File: config.mk
export PLATFORM = sky130hd
export DESIGN_NAME = left_byte_framer
export DESIGN_NICKNAME = d
export VERILOG_FILES = /design/src/rtl/left_byte_framer.sv
export SDC_FILE = /design/constraint.sdc
export NUM_CORES = 1
export LEC_CHECK = 0
export CORE_ASPECT_RATIO = 1.4
export CORE_MARGIN = 2
export CORE_UTILIZATION = 55
export CTS_CLUSTER_SIZE = 10
export DETAILED_ROUTE_END_ITERATION = 12
export PLACE_DENSITY = 0.73
export SKIP_CTS_REPAIR_TIMING = 1
export SLEW_MARGIN = 20
export SYNTH_ARGS = -nofsm -noshare
export SYNTH_HDL_FRONTEND = slang
export SYNTH_SLANG_ARGS = --single-unit
File: constraint.sdc
create_clock -name clk -period 3.9 [get_ports clk]
set_input_delay 0.78 -clock clk [delete_from_list [all_inputs] [get_ports clk]]
set_output_delay 0.78 -clock clk [all_outputs]
set_load 0.02 [all_outputs]
File: src/rtl/left_byte_framer.sv
// ---------------------------------------------------------------------------
// left_byte_framer
//
// Sits behind an 8-bit serial-in/parallel-out left shift register. While
// hunting it watches the register's parallel output for SYNC_WORD. Once
// locked, every 8th shifted value is captured as a data byte and pushed
// into a small show-ahead FIFO. After FRAME_LEN bytes the framer returns
// to hunting.
//
// Optional feature (macro SYNC_INV_EN):
//   When defined, hunting also accepts ~SYNC_WORD. A frame locked on the
//   inverted word has every captured byte inverted before it is pushed.
//   When undefined, no inversion state exists.
//
// Parameters:
//   SYNC_WORD  pattern that starts a frame (MSB = oldest shifted bit)
//   FRAME_LEN  data bytes per frame, 1..255
//   DEPTH      FIFO entries, power of 2, >= 2
//
// Ports:
//   clk         rising-edge clock
//   clr         asynchronous active-high reset
//   sh_en       shift_q holds a newly shifted value this cycle
//   shift_q     parallel output of the shift register
//   byte_out    FIFO head data, valid when byte_valid
//   byte_valid  FIFO not empty
//   byte_ready  consumer accepts head when byte_valid & byte_ready
//   locked      framer is in LOCK
//   ovf         sticky: a byte was dropped because the FIFO was full
//   fill        current FIFO occupancy, 0..DEPTH
// ---------------------------------------------------------------------------
module left_byte_framer #(
    parameter logic [7:0]  SYNC_WORD = 8'hA5,
    parameter int unsigned FRAME_LEN = 4,
    parameter int unsigned DEPTH     = 4
) (
    input  logic                     clk,
    input  logic                     clr,
    input  logic                     sh_en,
    input  logic [7:0]               shift_q,
    output logic [7:0]               byte_out,
    output logic                     byte_valid,
    input  logic                     byte_ready,
    output logic                     locked,
    output logic                     ovf,
    output logic [$clog2(DEPTH):0]   fill
);

    localparam int unsigned AW = $clog2(DEPTH);
    localparam int unsigned FW = AW + 1;

    localparam logic [0:0] HUNT = 1'b0;
    localparam logic [0:0] LOCK = 1'b1;

    localparam logic [7:0] LAST_BYTE = 8'(FRAME_LEN - 1);

    // Framing state
    logic [0:0] state_q, state_d;
    logic [2:0] bit_cnt_q, bit_cnt_d;
    logic [7:0] byte_cnt_q, byte_cnt_d;
    logic       sync_hit;
    logic       push;
    logic [7:0] push_data;

`ifdef SYNC_INV_EN
    logic       inv_q, inv_d;
    logic       inv_hit;
`endif

    // FIFO state
    logic [7:0]    mem [DEPTH];
    logic [AW-1:0] wr_ptr_q;
    logic [AW-1:0] rd_ptr_q;
    logic [FW-1:0] fill_q, fill_d;
    logic [7:0]    head_q, head_d;
    logic          valid_q, valid_d;
    logic          ovf_q;
    logic          pop;
    logic          full;
    logic          wr_en;
    logic          drop;

    // Sync detection and the byte that would be pushed this cycle
`ifdef SYNC_INV_EN
    assign sync_hit  = (shift_q == SYNC_WORD) || (shift_q == ~SYNC_WORD);
    assign inv_hit   = (shift_q != SYNC_WORD);
    assign push_data = inv_q ? ~shift_q : shift_q;
`else
    assign sync_hit  = (shift_q == SYNC_WORD);
    assign push_data = shift_q;
`endif

    // Framing FSM next-state logic; sh_en=0 holds everything
    always_comb begin
        state_d    = state_q;
        bit_cnt_d  = bit_cnt_q;
        byte_cnt_d = byte_cnt_q;
        push       = 1'b0;
`ifdef SYNC_INV_EN
        inv_d      = inv_q;
`endif
        case (state_q)
            HUNT: begin
                if (sh_en && sync_hit) begin
                    state_d    = LOCK;
                    bit_cnt_d  = 3'd0;
                    byte_cnt_d = 8'd0;
`ifdef SYNC_INV_EN
                    inv_d      = inv_hit;
`endif
                end
            end
            LOCK: begin
                if (sh_en) begin
                    bit_cnt_d = bit_cnt_q + 3'd1;
                    // Eighth shift since lock / last capture completes a byte
                    if (bit_cnt_q == 3'd7) begin
                        push       = 1'b1;
                        byte_cnt_d = byte_cnt_q + 8'd1;
                        if (byte_cnt_q == LAST_BYTE) begin
                            state_d = HUNT;
`ifdef SYNC_INV_EN
                            inv_d   = 1'b0;
`endif
                        end
                    end
                end
            end
            default: state_d = HUNT;
        endcase
    end

    // FIFO control: a full FIFO still accepts a push when the head pops
    always_comb begin
        pop    = valid_q & byte_ready;
        full   = (fill_q == FW'(DEPTH));
        wr_en  = push & (~full | pop);
        drop   = push & full & ~pop;

        fill_d = fill_q;
        if (wr_en && !pop) begin
            fill_d = fill_q + FW'(1);
        end else if (!wr_en && pop) begin
            fill_d = fill_q - FW'(1);
        end

        // Head register: refill from the next slot on pop, or take the
        // incoming byte directly when it becomes the only entry
        head_d = head_q;
        if (pop) begin
            if (fill_q >= FW'(2)) begin
                head_d = mem[rd_ptr_q + AW'(1)];
            end else if (wr_en) begin
                head_d = push_data;
            end
        end else if (wr_en && (fill_q == '0)) begin
            head_d = push_data;
        end

        valid_d = (fill_d != '0);
    end

    // Framing registers
    always_ff @(posedge clk or posedge clr) begin
        if (clr) begin
            state_q    <= HUNT;
            bit_cnt_q  <= 3'd0;
            byte_cnt_q <= 8'd0;
        end else begin
            state_q    <= state_d;
            bit_cnt_q  <= bit_cnt_d;
            byte_cnt_q <= byte_cnt_d;
        end
    end

`ifdef SYNC_INV_EN
    // Inversion flag for the current frame
    always_ff @(posedge clk or posedge clr) begin
        if (clr) begin
            inv_q <= 1'b0;
        end else begin
            inv_q <= inv_d;
        end
    end
`endif

    // FIFO storage, pointers, occupancy and sticky overflow
    always_ff @(posedge clk or posedge clr) begin
        if (clr) begin
            for (int unsigned i = 0; i < DEPTH; i++) begin
                mem[i] <= 8'h00;
            end
            wr_ptr_q <= '0;
            rd_ptr_q <= '0;
            fill_q   <= '0;
            head_q   <= 8'h00;
            valid_q  <= 1'b0;
            ovf_q    <= 1'b0;
        end else begin
            if (wr_en) begin
                mem[wr_ptr_q] <= push_data;
                wr_ptr_q      <= wr_ptr_q + AW'(1);
            end
            if (pop) begin
                rd_ptr_q <= rd_ptr_q + AW'(1);
            end
            if (drop) begin
                ovf_q <= 1'b1;
            end
            fill_q  <= fill_d;
            head_q  <= head_d;
            valid_q <= valid_d;
        end
    end

    assign byte_out   = head_q;
    assign byte_valid = valid_q;
    assign locked     = (state_q == LOCK);
    assign ovf        = ovf_q;
    assign fill       = fill_q;

endmodule

==> results of run 1 <==
registers in the layout, summed over array words and instances, names as in the netlist:
name	cells
bit_cnt_q	3
rd_ptr_q	2
wr_ptr_q	2
fill	3
byte_valid	1
byte_cnt_q	8
ovf	1
locked	1
byte_out	8
mem	32
metal layers:
| metal | vias up | global-route usage | share of wire |
|---|---|---|---|
| li1 | 867 | - | - |
| met1 | 929 | 0.258 | 0.45 |
| met2 | 32 | 0.333 | 0.50 |
| met3 | 15 | 0.0657 | 0.034 |
| met4 | 0 | 0.0850 | 0.023 |
| met5 | - | 0 | 0 |
layout by cell type (no fill, tap or decap), types with 2 or more instances in the layout:
master           instances
clkinv_2                 2
nor4bb_1                 2
ha_1                    11
dfrtp_1                 61
nand2_4                  4
mux2_2                   8
o31ai_1                  2
nand2_1                 10
nand4_1                  5
xor2_1                   2
a221o_1                  4
nor3_1                   3
a21oi_1                  2
a21o_1                   3
o21ai_0                  6
mux2_1                  32
xnor2_1                  7
nor2_1                   6
inv_1                    7
nand3_1                  6
clkbuf_8                11
bufinv_16                2
nor2b_1                  3
mux4_2                   8
clkdlybuf4s50_1         25
power by group:
part / total, mW / switching [mW] / leakage [nW] / internal [mW]
registers: 0.812 / 0.115 / 0.809 / 0.697
logic: 0.447 / 0.212 / 0.801 / 0.235
clock network: 0.635 / 0.243 / 0.116 / 0.393
total: 1.89 / 0.570 / 1.73 / 1.32
worst paths after layout:
| path | startpoint | endpoint | slack [ns] | depth (start not counted) |
|---|---|---|---|---|
| setup / recovery | locked | locked | 1.51 | 1 |
| hold / removal | ovf | ovf | 0.48 | 1 |
| setup reg to reg | fill[0] | byte_out[2] | 1.71 | 5 |
| hold reg to reg | ovf | ovf | 0.48 | 1 |
| max in group asynchronous | clr | byte_out[6] | 2.17 | 3 |
| min in group asynchronous | clr | byte_out[4] | 0.96 | 2 |
cell families after synthesis:
logic type      count (synthesis)  share of synthesized area
flops                          61                      0.511
mux                            49                      0.214
xor+xnor                        9                     0.0264
fa+ha+maj                      11                     0.0460
buf+inv                        15                     0.0255
simple gates                   49                      0.100
compound gates                 26                     0.0766
layout make-up:
type                            count  share of cell area
Timing Repair Buffer               26              0.0735
Multi-Input combinational cell    144               0.395
Tap cell                           66              0.0235
Clock buffer                       12              0.0442
Sequential cell                    61               0.435
Clock inverter                      4              0.0200
Inverter                            8             0.00856
through the flow:
stage | utilization | setup WS [ns] | hold WS (ns) | power [mW]
2_1_floorplan | - | 1.61 | 0.459 | 1.13
3_3_place_gp | 0.632 | 1.19 | 0.469 | 1.27
3_5_place_dp | 0.632 | 1.17 | 0.476 | 1.28
4_1_cts | 0.675 | 1.50 | 0.486 | 1.92
5_1_grt | 0.675 | 1.42 | 0.498 | 2.00
6_report | 0.675 | 1.51 | 0.483 | 1.89
==> reports/summary.txt, run 1 <==
==========================================================================================
Die extent in x .............................................................      66.3 µm
Lkg Pwr .....................................................................      1.73 nW
Maximum VDD drop ............................................................       286 µV
Area of combinational cells with multiple inputs ............................  0.00139 mm²
Detailed-route vias per instance ............................................         5.74
Antenna cells ...............................................................            0
Required time of the critical path ..........................................      3.12 ns
F_max .......................................................................      419 MHz
Inserted Clock Buffers ......................................................            9
CP Max Fanout ...............................................................           12
Buffers from clock root to sink, at most ....................................            2
Largest area contributor in the synthesized netlist .........................      dfrtp_1
Antenna-violating nets left .................................................            0
Sequential cell area fraction in the yosys report ...........................        0.511
Total Neg Setup Slack .......................................................         0 ns
Final period demand of the worst path .......................................      2.39 ns
Slew headroom ...............................................................        0.376
Length of the first detailed-routing pass in iterations .....................            4
Relative area change from synthesis to final layout .........................        17.4%
Kind of cell with the highest combined delay on the critical path ........... buffers and inverters
IO Port Bufs ................................................................           25
Placeable core region .......................................................  0.00520 mm²
Number of clock sinks seen by CTS ...........................................           61
Clock edge transition at the registers on the reported setup and hold paths .      0.07 ns
Mapped Nets .................................................................          243
Largest net degree at the start of global routing ...........................           47
Path type of the worst min-delay path ....................................... flip-flop to flip-flop
Final Instance Area .........................................................  0.00351 mm²
Number of buffers and inverters on the critical path ........................            1
Worst path slowest cell ..................................................... clkdlybuf4s50_1
# nets final ................................................................          273
Setup repair after global routing missed its margin .........................           no
Final count of pins violating max slew ......................................            0
Max-cap viol count ..........................................................            0
First DRT Iteration DRCs ....................................................          167
Post-DP Area ................................................................  0.00328 mm²
Slew of the pin with the lowest slew margin .................................     0.935 ns
Via count ...................................................................         1843
Std cell rows ...............................................................           31
Cell area after synthesis ...................................................  0.00299 mm²
Clock latency of the later-clocked register in the worst-skew pair ..........      0.35 ns
Largest cells by area after synthesis ....................................... dfrtp_1, mux2_1, mux4_2, ha_1, mux2_2
Global-route congestion overflow total ......................................            0
Setup violation total in the final timing report ............................            0
Top cells by instance count after synthesis ................................. dfrtp_1, mux2_1, ha_1
Via count of the first global-routing pass ..................................         1899
Placed Cells incl. Taps .....................................................          305
Power per cell area .........................................................   540 mW/mm²
Final cell count without fillers ............................................          321
Top FF cell, synth ..........................................................      dfrtp_1
IO Pins .....................................................................           26
Number of antenna violations at the first check in global routing ...........            0
Biggest cell delay along the critical path ..................................      0.68 ns
TritonCTS clock tree ........................................................        built
Share of flip-flops with an asynchronous set or reset .......................         1.00
Element type at the critical path start .....................................    flip-flop
Combined flip-flop and latch cell area ......................................  0.00153 mm²
Post-synthesis register bit count ...........................................           61
Outcome ..................................................................... finished, final reports clean
Half-perimeter wire length after placement ..................................      3800 µm
Setup Skew ..................................................................    0.0101 ns
Average detailed-routed wire length per instance ............................      17.3 µm
Chain of cells forming the critical path .................................... clkdlybuf4s50_1
Global-route wire length before repair ......................................      9320 µm
WP data arrival .............................................................      1.61 ns
Global Route Usage Sum ......................................................        0.208
Final routed DRC violation total ............................................            0
YS warnings .................................................................            0
Cell with the most instances after synthesis ................................      dfrtp_1
Mean Syn Cell Area ..........................................................     13.6 µm²
Cell count after synthesis ..................................................          220
Portion of synthesized cell area occupied by the leading cell type ..........        0.511
Critical path class ......................................................... flip-flop to output pin
Area enclosed by the die boundary ...........................................  0.00605 mm²
Type of element capturing the critical path .................................   output pin
Number of flops mapped to enable cells by yosys .............................            0
Initial cell density of the core ............................................        0.575
Proportion of layout cells with a drive suffix above 1 ......................        0.173
Routed wire length ..........................................................      5540 µm
Synth unique cells ..........................................................           44
Root cell of the clock tree .................................................     clkbuf_8
Number of H-tree levels .....................................................            3
Filler cells ................................................................          414
GPL Wtd Cong ................................................................        0.744
Final-report hold violation count ...........................................            0
Share of the clock period used by the worst path after layout ...............        0.612
Height of the die ...........................................................      91.2 µm
==========================================================================================
Power figures use the tool's default switching activity.
==> run 2, diff against run 1 <==
--- a/config.mk
+++ b/config.mk
@@ -7,7 +7,7 @@
 export LEC_CHECK = 0
 export CORE_ASPECT_RATIO = 1.4
 export CORE_MARGIN = 2
-export CORE_UTILIZATION = 55
+export CORE_UTILIZATION = 52
 export CTS_CLUSTER_SIZE = 10
 export DETAILED_ROUTE_END_ITERATION = 12
 export PLACE_DENSITY = 0.73
==> constraint.sdc (replaced) <==
create_clock -name clk -period 2 [get_ports clk]
set_input_delay 0.4 -clock clk [delete_from_list [all_inputs] [get_ports clk]]
set_output_delay 0.4 -clock clk [all_outputs]
set_load 0.02 [all_outputs]
==> run 2 against run 1 <==
Net effect:
- critical path depth is 5 higher
- global-route usage is 0.98 points higher
- sequential share of layout area decreased by 2.6 points
- via count is 5.6% higher
- clock-buffer cell count is 2 lower
- routed wire length up 6.2%
- sequential power rose by 82%
- clock power rose by 86%
- die area up 5.5%
- largest cell class unchanged
- largest power group unchanged
==> reports/summary.txt, run 2 (same netlist as run 1, synthesis figures left out) <==
==========================================================================================
Area enclosed by the die boundary ...........................................  0.00638 mm²
Number of antenna violations at the first check in global routing ...........            0
First DRT Iteration DRCs ....................................................           88
GPL Wtd Cong ................................................................        0.800
Proportion of layout cells with a drive suffix above 1 ......................        0.260
Relative area change from synthesis to final layout .........................        25.1%
Length of the first detailed-routing pass in iterations .....................            4
Std cell rows ...............................................................           32
Average detailed-routed wire length per instance ............................      16.9 µm
Maximum VDD drop ............................................................       591 µV
Detailed-route vias per instance ............................................         5.58
Setup violation total in the final timing report ............................            0
Kind of cell with the highest combined delay on the critical path ........... simple AND/OR/NAND/NOR gates
Root cell of the clock tree .................................................     clkbuf_8
Worst path slowest cell .....................................................      dfrtp_1
Chain of cells forming the critical path .................................... ha_1, ha_1, and3_2, buf_4, and3_2, a221o_1
Outcome ..................................................................... finished, final reports clean
Largest net degree at the start of global routing ...........................           62
Slew headroom ...............................................................        0.750
IO Port Bufs ................................................................           25
Most used cells in the layout excluding fill and tap cells .................. dfrtp_1, mux2_1, clkdlybuf4s50_1
Overall power consumption ...................................................      3.83 mW
Clock edge transition at the registers on the reported setup and hold paths .      0.07 ns
Lkg Pwr .....................................................................      1.86 nW
TritonCTS clock tree ........................................................        built
Setup repair after global routing missed its margin .........................           no
Initial cell density of the core ............................................        0.541
Antenna cells ...............................................................            0
Slew of the pin with the lowest slew margin .................................     0.375 ns
Final period demand of the worst path .......................................      1.91 ns
Number of clock sinks seen by CTS ...........................................           61
Type of element capturing the critical path .................................    flip-flop
Final cell count without fillers ............................................          349
Largest register FFs ........................................................           32
Register name with the most flops ...........................................          mem
Final count of pins violating max slew ......................................            0
F_max .......................................................................      523 MHz
Number of buffers and inverters on the critical path ........................            1
Half-perimeter wire length after placement ..................................      4230 µm
Placeable core region .......................................................  0.00553 mm²
IO Pins .....................................................................           26
Buffers from clock root to sink, at most ....................................            2
Placed Cells incl. Taps .....................................................          333
# nets final ................................................................          299
Required time of the critical path ..........................................      2.22 ns
Post-Route Utilization ......................................................        0.677
Global-route congestion overflow total ......................................            0
Element type at the critical path start .....................................    flip-flop
Clock latency of the later-clocked register in the worst-skew pair ..........      0.34 ns
Height of the die ...........................................................      93.7 µm
Biggest cell delay along the critical path ..................................      0.40 ns
Power per cell area .........................................................  1020 mW/mm²
Global Route Usage Sum ......................................................        0.218
Via count of the first global-routing pass ..................................         2057
Share of the clock period used by the worst path after layout ...............        0.956
Global-route wire length before repair ......................................      9980 µm
Final-report hold violation count ...........................................            0
WP data arrival .............................................................      2.13 ns
Number of H-tree levels .....................................................            3
Commonest non-fill, non-tap cell in the layout ..............................      dfrtp_1
Antenna-violating nets left .................................................            0
Via count ...................................................................         1947
Max-cap viol count ..........................................................            0
Final routed DRC violation total ............................................            0
Routed wire length ..........................................................      5890 µm
Die extent in x .............................................................      68.1 µm
Path type of the worst min-delay path ....................................... primary input to async pin
Critical path class ......................................................... flip-flop to flip-flop
Setup Skew ..................................................................   0.00935 ns
Inserted Clock Buffers ......................................................            9
CP Max Fanout ...............................................................            9
==========================================================================================
## run 2: path summary, 6_finish.rpt
check	start	endpoint	slack (ns)	depth (start not counted)
hold / removal	clr	byte_cnt_q[6]	0.43	3
max in group asynchronous	clr	locked	1.30	3
setup / recovery	bit_cnt_q[0]	byte_out[7]	0.09	6
min in group clk	ovf	ovf	0.48	1
setup reg to reg	bit_cnt_q[0]	byte_out[7]	0.09	6
hold reg to reg	ovf	ovf	0.48	1
## run 2: cell type report
class,instances,area [µm²]
clock buffer,10,128
clock inverter,6,87.6
fill,394,1790
inverter,8,30.0
multi-input combinational,144,1390
sequential,61,1530
tap,68,85.1
timing repair buffer,52,490
## run 2: routing by layer
layer | GRT usage | up-vias | wire (µm)
li1 | - | 923 | -
met1 | 0.270 | 984 | 2560
met2 | 0.356 | 30 | 3020
met3 | 0.0612 | 10 | 176
met4 | 0.0850 | 0 | 125
met5 | 0 | - | 0
## run 2: worst min-delay path: cells and delay by family
family	cells	cell delay, ns
buffers and inverters	3	0.76
## run 2: per-stage QoR
step           worst slack (ns)  hold WS (ns)  cell area (µm²)   TNS, ns
5_1_grt                 0.00953         0.480             3740         0
3_3_place_gp            -0.0563         0.469             3520     -1.49
2_1_floorplan           0.00173         0.459             2990         0
6_report                 0.0885         0.429             3740         0
3_5_place_dp            -0.0879         0.479             3520     -2.14
4_1_cts                -0.00355         0.437             3730  -0.00355
## run 2: where the power goes
part | internal [mW] | switching (mW)
clock network | 0.701 | 0.482
registers | 1.36 | 0.120
logic | 0.607 | 0.556
total | 2.67 | 1.16
==> run 3, diff against run 2 <==
--- a/config.mk
+++ b/config.mk
@@ -12,6 +12,7 @@
 export DETAILED_ROUTE_END_ITERATION = 12
 export PLACE_DENSITY = 0.73
 export SKIP_CTS_REPAIR_TIMING = 1
+export SKIP_LAST_GASP = 1
 export SLEW_MARGIN = 20
 export SYNTH_ARGS = -nofsm -noshare
 export SYNTH_HDL_FRONTEND = slang
==> results of run 3 <==
Same layout as run 2: the final DEF is identical, and so are final timing and power.
